===== src/rtl/uart_tx_fifo.sv =====
// uart_tx_fifo: word queue between the host write side and the UART TX core.
// Each entry holds data, parity enable and parity type; words are handed to
// the transmitter one at a time with a Data_Valid pulse paced by its Busy flag.
// Optional status outputs (Fifo_Count, Fifo_Overflow) are built when
// TXFIFO_STATUS_EN is defined.
module uart_tx_fifo #(
  parameter int unsigned DataWIDTH  = 3,
  parameter int unsigned DEPTH_LOG2 = 3,
  parameter int unsigned AFULL_LVL  = 6,
  parameter int unsigned BUSY_TMO   = 4
) (
  input  logic                          Fifo_CLK,
  input  logic                          Fifo_RST,
  input  logic                          Fifo_Flush,
  input  logic                          Fifo_WrEn,
  input  logic [(1 << DataWIDTH)-1:0]   Fifo_Pdata_in,
  input  logic                          Fifo_ParityEn_in,
  input  logic                          Fifo_ParBit_in,
  output logic                          Fifo_Full,
  output logic                          Fifo_AlmostFull,
  output logic                          Fifo_Empty,
  input  logic                          Uart_Busy_in,
  output logic [(1 << DataWIDTH)-1:0]   Fifo_Pdata_out,
  output logic                          Fifo_ParityEn_out,
  output logic                          Fifo_ParBit_out,
  output logic                          Fifo_DataValid
`ifdef TXFIFO_STATUS_EN
  ,
  output logic [DEPTH_LOG2:0]           Fifo_Count,
  output logic                          Fifo_Overflow
`endif
);

  localparam int unsigned DW    = 1 << DataWIDTH;
  localparam int unsigned AW    = DEPTH_LOG2;
  localparam int unsigned PW    = DEPTH_LOG2 + 1;
  localparam int unsigned DEPTH = 1 << DEPTH_LOG2;
  localparam int unsigned EW    = DW + 2;
  localparam int unsigned TW    = 4;

  localparam logic [PW-1:0] OCC_FULL  = PW'(DEPTH);
  localparam logic [PW-1:0] OCC_AFULL = PW'(AFULL_LVL);
  localparam logic [TW-1:0] TMO_LAST  = TW'(BUSY_TMO - 1);

  localparam logic [1:0] ST_IDLE      = 2'd0;
  localparam logic [1:0] ST_WAIT_BUSY = 2'd1;
  localparam logic [1:0] ST_WAIT_DONE = 2'd2;

  logic [1:0]    state_q, state_nxt;
  logic [TW-1:0] tmr_q, tmr_nxt;
  logic          issue_c;
  logic          wr_acc_c;
  logic [PW-1:0] wr_ptr_q, rd_ptr_q;
  logic [PW-1:0] occ_q, occ_nxt;
  logic [EW-1:0] mem [DEPTH];

  // Reset and flush both block the write; the full flag is the registered one
  assign wr_acc_c = Fifo_WrEn & ~Fifo_Full & ~Fifo_Flush & ~Fifo_RST;

  // FSM state and busy-timeout counter register
  always_ff @(posedge Fifo_CLK) begin
    if (Fifo_RST || Fifo_Flush) begin
      state_q <= ST_IDLE;
      tmr_q   <= '0;
    end else begin
      state_q <= state_nxt;
      tmr_q   <= tmr_nxt;
    end
  end

  // Next-state logic; a pop happens only on the IDLE -> WAIT_BUSY issue
  always_comb begin
    state_nxt = state_q;
    tmr_nxt   = tmr_q;
    issue_c   = 1'b0;
    case (state_q)
      ST_IDLE: begin
        if (!Fifo_Empty && !Uart_Busy_in) begin
          issue_c   = 1'b1;
          tmr_nxt   = '0;
          state_nxt = ST_WAIT_BUSY;
        end
      end
      ST_WAIT_BUSY: begin
        if (Uart_Busy_in) begin
          state_nxt = ST_WAIT_DONE;
        end else if (tmr_q == TMO_LAST) begin
          state_nxt = ST_IDLE;
        end else begin
          tmr_nxt = tmr_q + TW'(1);
        end
      end
      ST_WAIT_DONE: begin
        if (!Uart_Busy_in) state_nxt = ST_IDLE;
      end
      default: state_nxt = ST_IDLE;
    endcase
  end

  // Next occupancy; simultaneous write and pop cancel out
  always_comb begin
    occ_nxt = occ_q;
    if (wr_acc_c && !issue_c) begin
      occ_nxt = occ_q + PW'(1);
    end else if (!wr_acc_c && issue_c) begin
      occ_nxt = occ_q - PW'(1);
    end
  end

  // Pointers, occupancy and status flags derived from next occupancy
  always_ff @(posedge Fifo_CLK) begin
    if (Fifo_RST || Fifo_Flush) begin
      wr_ptr_q        <= '0;
      rd_ptr_q        <= '0;
      occ_q           <= '0;
      Fifo_Empty      <= 1'b1;
      Fifo_Full       <= 1'b0;
      Fifo_AlmostFull <= 1'b0;
    end else begin
      if (wr_acc_c) wr_ptr_q <= wr_ptr_q + PW'(1);
      if (issue_c)  rd_ptr_q <= rd_ptr_q + PW'(1);
      occ_q           <= occ_nxt;
      Fifo_Empty      <= (occ_nxt == '0);
      Fifo_Full       <= (occ_nxt == OCC_FULL);
      Fifo_AlmostFull <= (occ_nxt >= OCC_AFULL);
    end
  end

  // Storage array; entry layout is {parity type, parity enable, data}
  always_ff @(posedge Fifo_CLK) begin
    if (wr_acc_c) begin
      mem[wr_ptr_q[AW-1:0]] <= {Fifo_ParBit_in, Fifo_ParityEn_in, Fifo_Pdata_in};
    end
  end

  // Output word registers hold the last issued word; flush only kills the strobe
  always_ff @(posedge Fifo_CLK) begin
    if (Fifo_RST) begin
      Fifo_Pdata_out    <= '0;
      Fifo_ParityEn_out <= 1'b0;
      Fifo_ParBit_out   <= 1'b0;
      Fifo_DataValid    <= 1'b0;
    end else if (Fifo_Flush) begin
      Fifo_DataValid <= 1'b0;
    end else begin
      Fifo_DataValid <= issue_c;
      if (issue_c) begin
        {Fifo_ParBit_out, Fifo_ParityEn_out, Fifo_Pdata_out} <= mem[rd_ptr_q[AW-1:0]];
      end
    end
  end

`ifdef TXFIFO_STATUS_EN
  assign Fifo_Count = occ_q;

  // Sticky flag for any write attempted while full
  always_ff @(posedge Fifo_CLK) begin
    if (Fifo_RST || Fifo_Flush) begin
      Fifo_Overflow <= 1'b0;
    end else if (Fifo_WrEn && Fifo_Full) begin
      Fifo_Overflow <= 1'b1;
    end
  end
`else
  // Status outputs and overflow tracking are not built in this configuration
`endif

endmodule


===== config.mk =====
export PLATFORM = sky130hd
export DESIGN_NAME = uart_tx_fifo
export DESIGN_NICKNAME = d
export VERILOG_FILES = /design/src/rtl/uart_tx_fifo.sv
export SDC_FILE = /design/constraint.sdc
export NUM_CORES = 1
export LEC_CHECK = 0
export ABC_AREA = 1
export BUFFER_PORTS_ARGS = -buffer_cell sky130_fd_sc_hd__buf_2
export CAP_MARGIN = 20
export CORE_ASPECT_RATIO = 0.7
export CORE_MARGIN = 2
export CORE_UTILIZATION = 64
export DETAILED_ROUTE_END_ITERATION = 10
export PLACE_DENSITY_LB_ADDON = 0.3
export SETUP_SLACK_MARGIN = 0.5
export SLEW_MARGIN = 0
export SYNTH_ARGS = -nofsm -noshare
export SYNTH_HDL_FRONTEND = slang
export SYNTH_SLANG_ARGS = --single-unit
export TNS_END_PERCENT = 100

===== constraint.sdc =====
create_clock -name Fifo_CLK -period 2.7 [get_ports Fifo_CLK]
set_input_delay 0.405 -clock Fifo_CLK [delete_from_list [all_inputs] [get_ports Fifo_CLK]]
set_output_delay 0.405 -clock Fifo_CLK [all_outputs]
set_load 0.05 [all_outputs]

# Word-level counts from Yosys, hierarchy flattened
# Memory sizes are Yosys's and may differ from the RTL's. A register that Yosys moved wholly into a read port is not among the register bits.
# Cells that the tools add are included.
word_totals:
  ff_bits: 22
  memories: 1
  word_cells: 61
  out_inout_bits: 14
  mem_bits_rw: 80
memory_table:
  columns: ["memory", "words", "word_bits", "read_ports", "rd_clocked_by_memory_dff", "wr", "line_no", "text"]
  rows:
  - ["mem", 8, 10, 1, 1, 1, "55", "logic [EW-1:0] mem [DEPTH];"]
classes:
  eq_ne: 9
  n_addsub: 5
  reduce_logical: 15
  mux: 15
  order_cmp: 1
  bitwise_logic: 6
op_table:
  columns: ["operator", "n"]
  rows:
  - ["$mux 4", 5]
  - ["$add 4x1->4 const B", 4]
  - ["$mux 2", 4]
  - ["$ne 2x2->1 const B", 4]
  - ["$pmux 4 s2", 1]
  - ["$pmux 2 s3", 1]
  - ["$eq 4x2->1 const B", 1]
  - ["$eq 4x4->1 const B", 1]
  - ["$ge 4x3->1 const B", 1]
  - ["$logic_not 1->1", 4]
  - ["$logic_not 4->1", 1]
  - ["$mux 1", 4]
  - ["$reduce_and 4->1", 1]
  - ["$sub 4x1->4 const B", 1]
  - ["$and 1x1->1", 3]
  - ["$logic_and 1x1->1", 3]
  - ["$ne 3x3->1 const B", 1]
  - ["$not 1->1", 3]
  - ["$reduce_and 3->1", 1]
  - ["$eq 2x1->1 const B", 1]
  - ["$eq 2x2->1 const B", 1]
  - ["$logic_not 2->1", 1]
  - ["$reduce_and 2->1", 1]
  - ["$reduce_bool 2->1", 1]
  - ["other kinds (2)", 2]

# Logic depth before layout (Yosys ltp)
depth:
  ltp_word: 9
  depth_mapped: 10

# Least setup slack after synthesis
# No wires, ideal clock.
synth_timing:
  path_kind: "flip-flop to flip-flop"
  from: "reg Fifo_Full"
  to: "mem mem[7][0] (netlist name), enable pin"
  setup_time_ns: 0.390
  required_time_ns: 2.310
  synth_period_minus_slack_ns: 2.087
  path_slack_ns: 0.613
  path_stages_with_launch: 6
  arrival_time_ns: 1.697
  path_cell_list: "dfxtp_1 -> nor2_2 -> nand2_4 -> nor2_1 -> inv_1 -> nor3_1"
synth_between:
  elab_chain_len: 6
synth_lines:
  columns: ["element", "line_no", "text"]
  rows:
  - ["start: declaration", "19", "output logic Fifo_Full,"]
  - ["start signal: assignment", "124", "Fifo_Full <= (occ_nxt == OCC_FULL);"]
  - ["$not 1->1", "58", "assign wr_acc_c = Fifo_WrEn & ~Fifo_Full & ~Fifo_Flush & ~Fifo_RST;"]
  - ["$and 1x1->1 (3 in series)", "58", null]
  - ["$mux 1", "131", "if (wr_acc_c) begin"]
  - ["$mux 1 (not written as such)", "132", "mem[wr_ptr_q[AW-1:0]] <= {Fifo_ParBit_in, Fifo_ParityEn_in, Fifo_Pdata_in};"]
  - ["end: declaration", "55", null]
# Every way passes these cells.

==> results_dict.tcl <==
set metrics [dict create \
    status "finished, final reports clean" \
    drc 0 \
    cp.arrival_ns 2.16 \
    clk_latency_ns 0.38 \
    met3_length_um 757 \
    detail-route-antenna-nets 0 \
    p_leak_nw 1.79 \
    fp.coreArea_sq_um 6730 \
    num_rows 25 \
    critPathRequiredTime_ns 3.02 \
    top_layer "met4" \
    gp_congestion 0.910 \
    maxCapViolations 0 \
    antenna_found_initial 0 \
    drv_slew 0 \
    yosys_warnings 0 \
    layout_commonest_cell "edfxtp_1" \
    cts-root-buf "clkbuf_8" \
    post-cts-setup-buffer-count 0 \
    worst_ir_drop_vdd_v 0.000373 \
    worstSetupPathType "flop to flop" \
    overflow 0 \
    timing.fmax_mhz 544 \
    synth_cell_types 22 \
    ys.flop_type "edfxtp_1" \
    grt_use_total_pct 25.1 \
    slew_headroom_pct 60.4 \
    dr.pass1.iters 5 \
    cts_tree "yes" \
    syn_area_sq_um 4440 \
    cts_max_level 3 \
    finalSetupTns_ns 0 \
    post-route-util_pct 73.2 \
    chipHeight_um 73.7 \
    synth_top_area_cell "edfxtp_1" \
    skew_ns 0.00755 \
    final_nets 465 \
    r2r_setup_slack_ns 0.86 \
    ys_seq_area_share_pct 67.6 \
    grt_pass1_wl_mm 14.1 \
    path_clk_slew_ns 0.10 \
    synthTopCellsByArea "edfxtp_1 (54%), dfxtp_1 (14%), nor2_1 (6.5%), o21ai_0 (5.0%), nand2_1 (3.9%)" \
    io_pins 29 \
    syn_avg_cell_area_sq_um 10.8 \
    yosysTopAreaCellShare_pct 54.1 \
    worstMarginPinSlew_ns 0.593 \
    diodes 0 \
    syn-num-nets 430 \
    dp_hpwl_mm 6.05 \
    met1Wirelength_mm 4.25 \
    hold_viol 0 \
    hp-class "primary input to flop" \
    crit_fanout 30 \
    first_iter_violations 372 \
    route.met2.wl_mm 3.88 \
    synth_seq_cells 110 \
    mostFrequentLayoutCells "edfxtp_1 (80), nor2_1 (77), nand2_1 (46), o21ai_0 (44), dfxtp_1 (30)" \
    holdBufCountCts 0 \
    io_buffers 28 \
    async_flop_share_pct 0 \
    finalNonFillerCells 544 \
    fin_crit_sh_pct 68.1 \
    cts_buffers 9 \
    die_w_um 104 \
    endpoint_kind "flop" \
    final_layout_size_suffix_gt1_share_pct 16.2 \
    grt_pass1_vias 2785 \
    setup-violations-final 0 \
    synth_edf_count 80 \
    cp-start-kind "flop" \
    cts.sinks 110 \
    vias_per_cell 5.63 \
    rsz0062_at_grt "no" \
    vias 3064 \
    area_growth_pct 10.8 \
    synthCells 410 \
    start_util_pct 66.1 \
    grt_max_degree 38 \
    place_inst 528 \
    cts_buffer_depth 2 \
    period_minus_slack_ns 1.84 \
    wl_mm 9.01 \
    dieArea_sq_um 7640 \
    routedWlPerCell_um 16.6 \
    post_cts_resized 0 \
    powerDensity_nw_per_um2 599 \
]
critical path: stages, from the launching register on:
cell and delay (ns):
dfxtp_1 0.61, buf_4 0.38, o21ai_0 0.16, o211ai_1 0.30, nand3_1 0.16, a21oi_1 0.15
Yosys cell counts (4+ instances only):
library cell / instances
a21oi_1: 20
buf_2: 4
clkbuf_1: 12
dfxtp_1: 30
edfxtp_1: 80
ha_1: 5
inv_1: 21
inv_2: 4
nand2_1: 46
nand3_1: 28
nor2_1: 77
nor2_2: 5
o211ai_1: 20
o21ai_0: 44
worst paths after layout:
path	start	end	cells past startpoint
setup / recovery	rd_ptr_q[1]$_SDFFE_PP0N_	Fifo_Pdata_out[6]$_SDFFE_PP0P_	5
hold / removal	Uart_Busy_in	state_q[1]$_SDFFE_PP0P_	3
setup reg to reg	rd_ptr_q[1]$_SDFFE_PP0N_	Fifo_Pdata_out[6]$_SDFFE_PP0P_	5
hold reg to reg	Fifo_Pdata_out[2]$_SDFFE_PP0P_	Fifo_Pdata_out[2]$_SDFFE_PP0P_	2
cell families after synthesis:
kind of cell / after synthesis / synth area share (%)
mux: 1 / 0.253
flops: 110 / 67.6
buf+inv: 42 / 3.66
compound gates: 85 / 10.8
fa+ha+maj: 5 / 1.41
simple gates: 167 / 16.3
final cells by class:
class	instances	area, sq um
Inverter	26	97.6
Clock inverter	7	73.8
Fill cell	487	1800
Clock buffer	9	124
Timing Repair Buffer	40	230
Tap cell	94	118
Sequential cell	110	3000
Multi-Input combinational cell	258	1280
per-stage QoR:
stage               worst slack (ns)  cell area (sq um)  hold slack [ns]  total power, mW
floorplan                      0.613               4440            0.443             1.96
global placement               0.837               4730            0.452             2.02
detailed placement             0.752               4730            0.455             2.02
CTS                            0.898               4920            0.297             2.96
global route                   0.694               4920            0.309             3.04
finish                         0.862               4920            0.305             2.95
sequential cells by signal, indices dropped and copies added (netlist names), 2 cells and up:
signal and flops:
Fifo_Pdata_out 8, state_q 2, wr_ptr_q 3, tmr_q 4
rd_ptr_q 3, occ_q 4, mem 80
per-layer routing:
layer	vias to the layer above	GRT usage, %
met1	1412	37.1
met3	11	5.15
met5	-	0
li1	1493	-
met2	148	37.6
met4	0	8.71
power by group:
group / total [mW] / internal, mW / switching (mW)
sequential: 1.83 / 1.82 / 0.00747
clock: 0.966 / 0.366 / 0.600
combinational: 0.156 / 0.0410 / 0.115
total: 2.95 / 2.23 / 0.722
No activity file was read; power rests on OpenSTA's default activity.
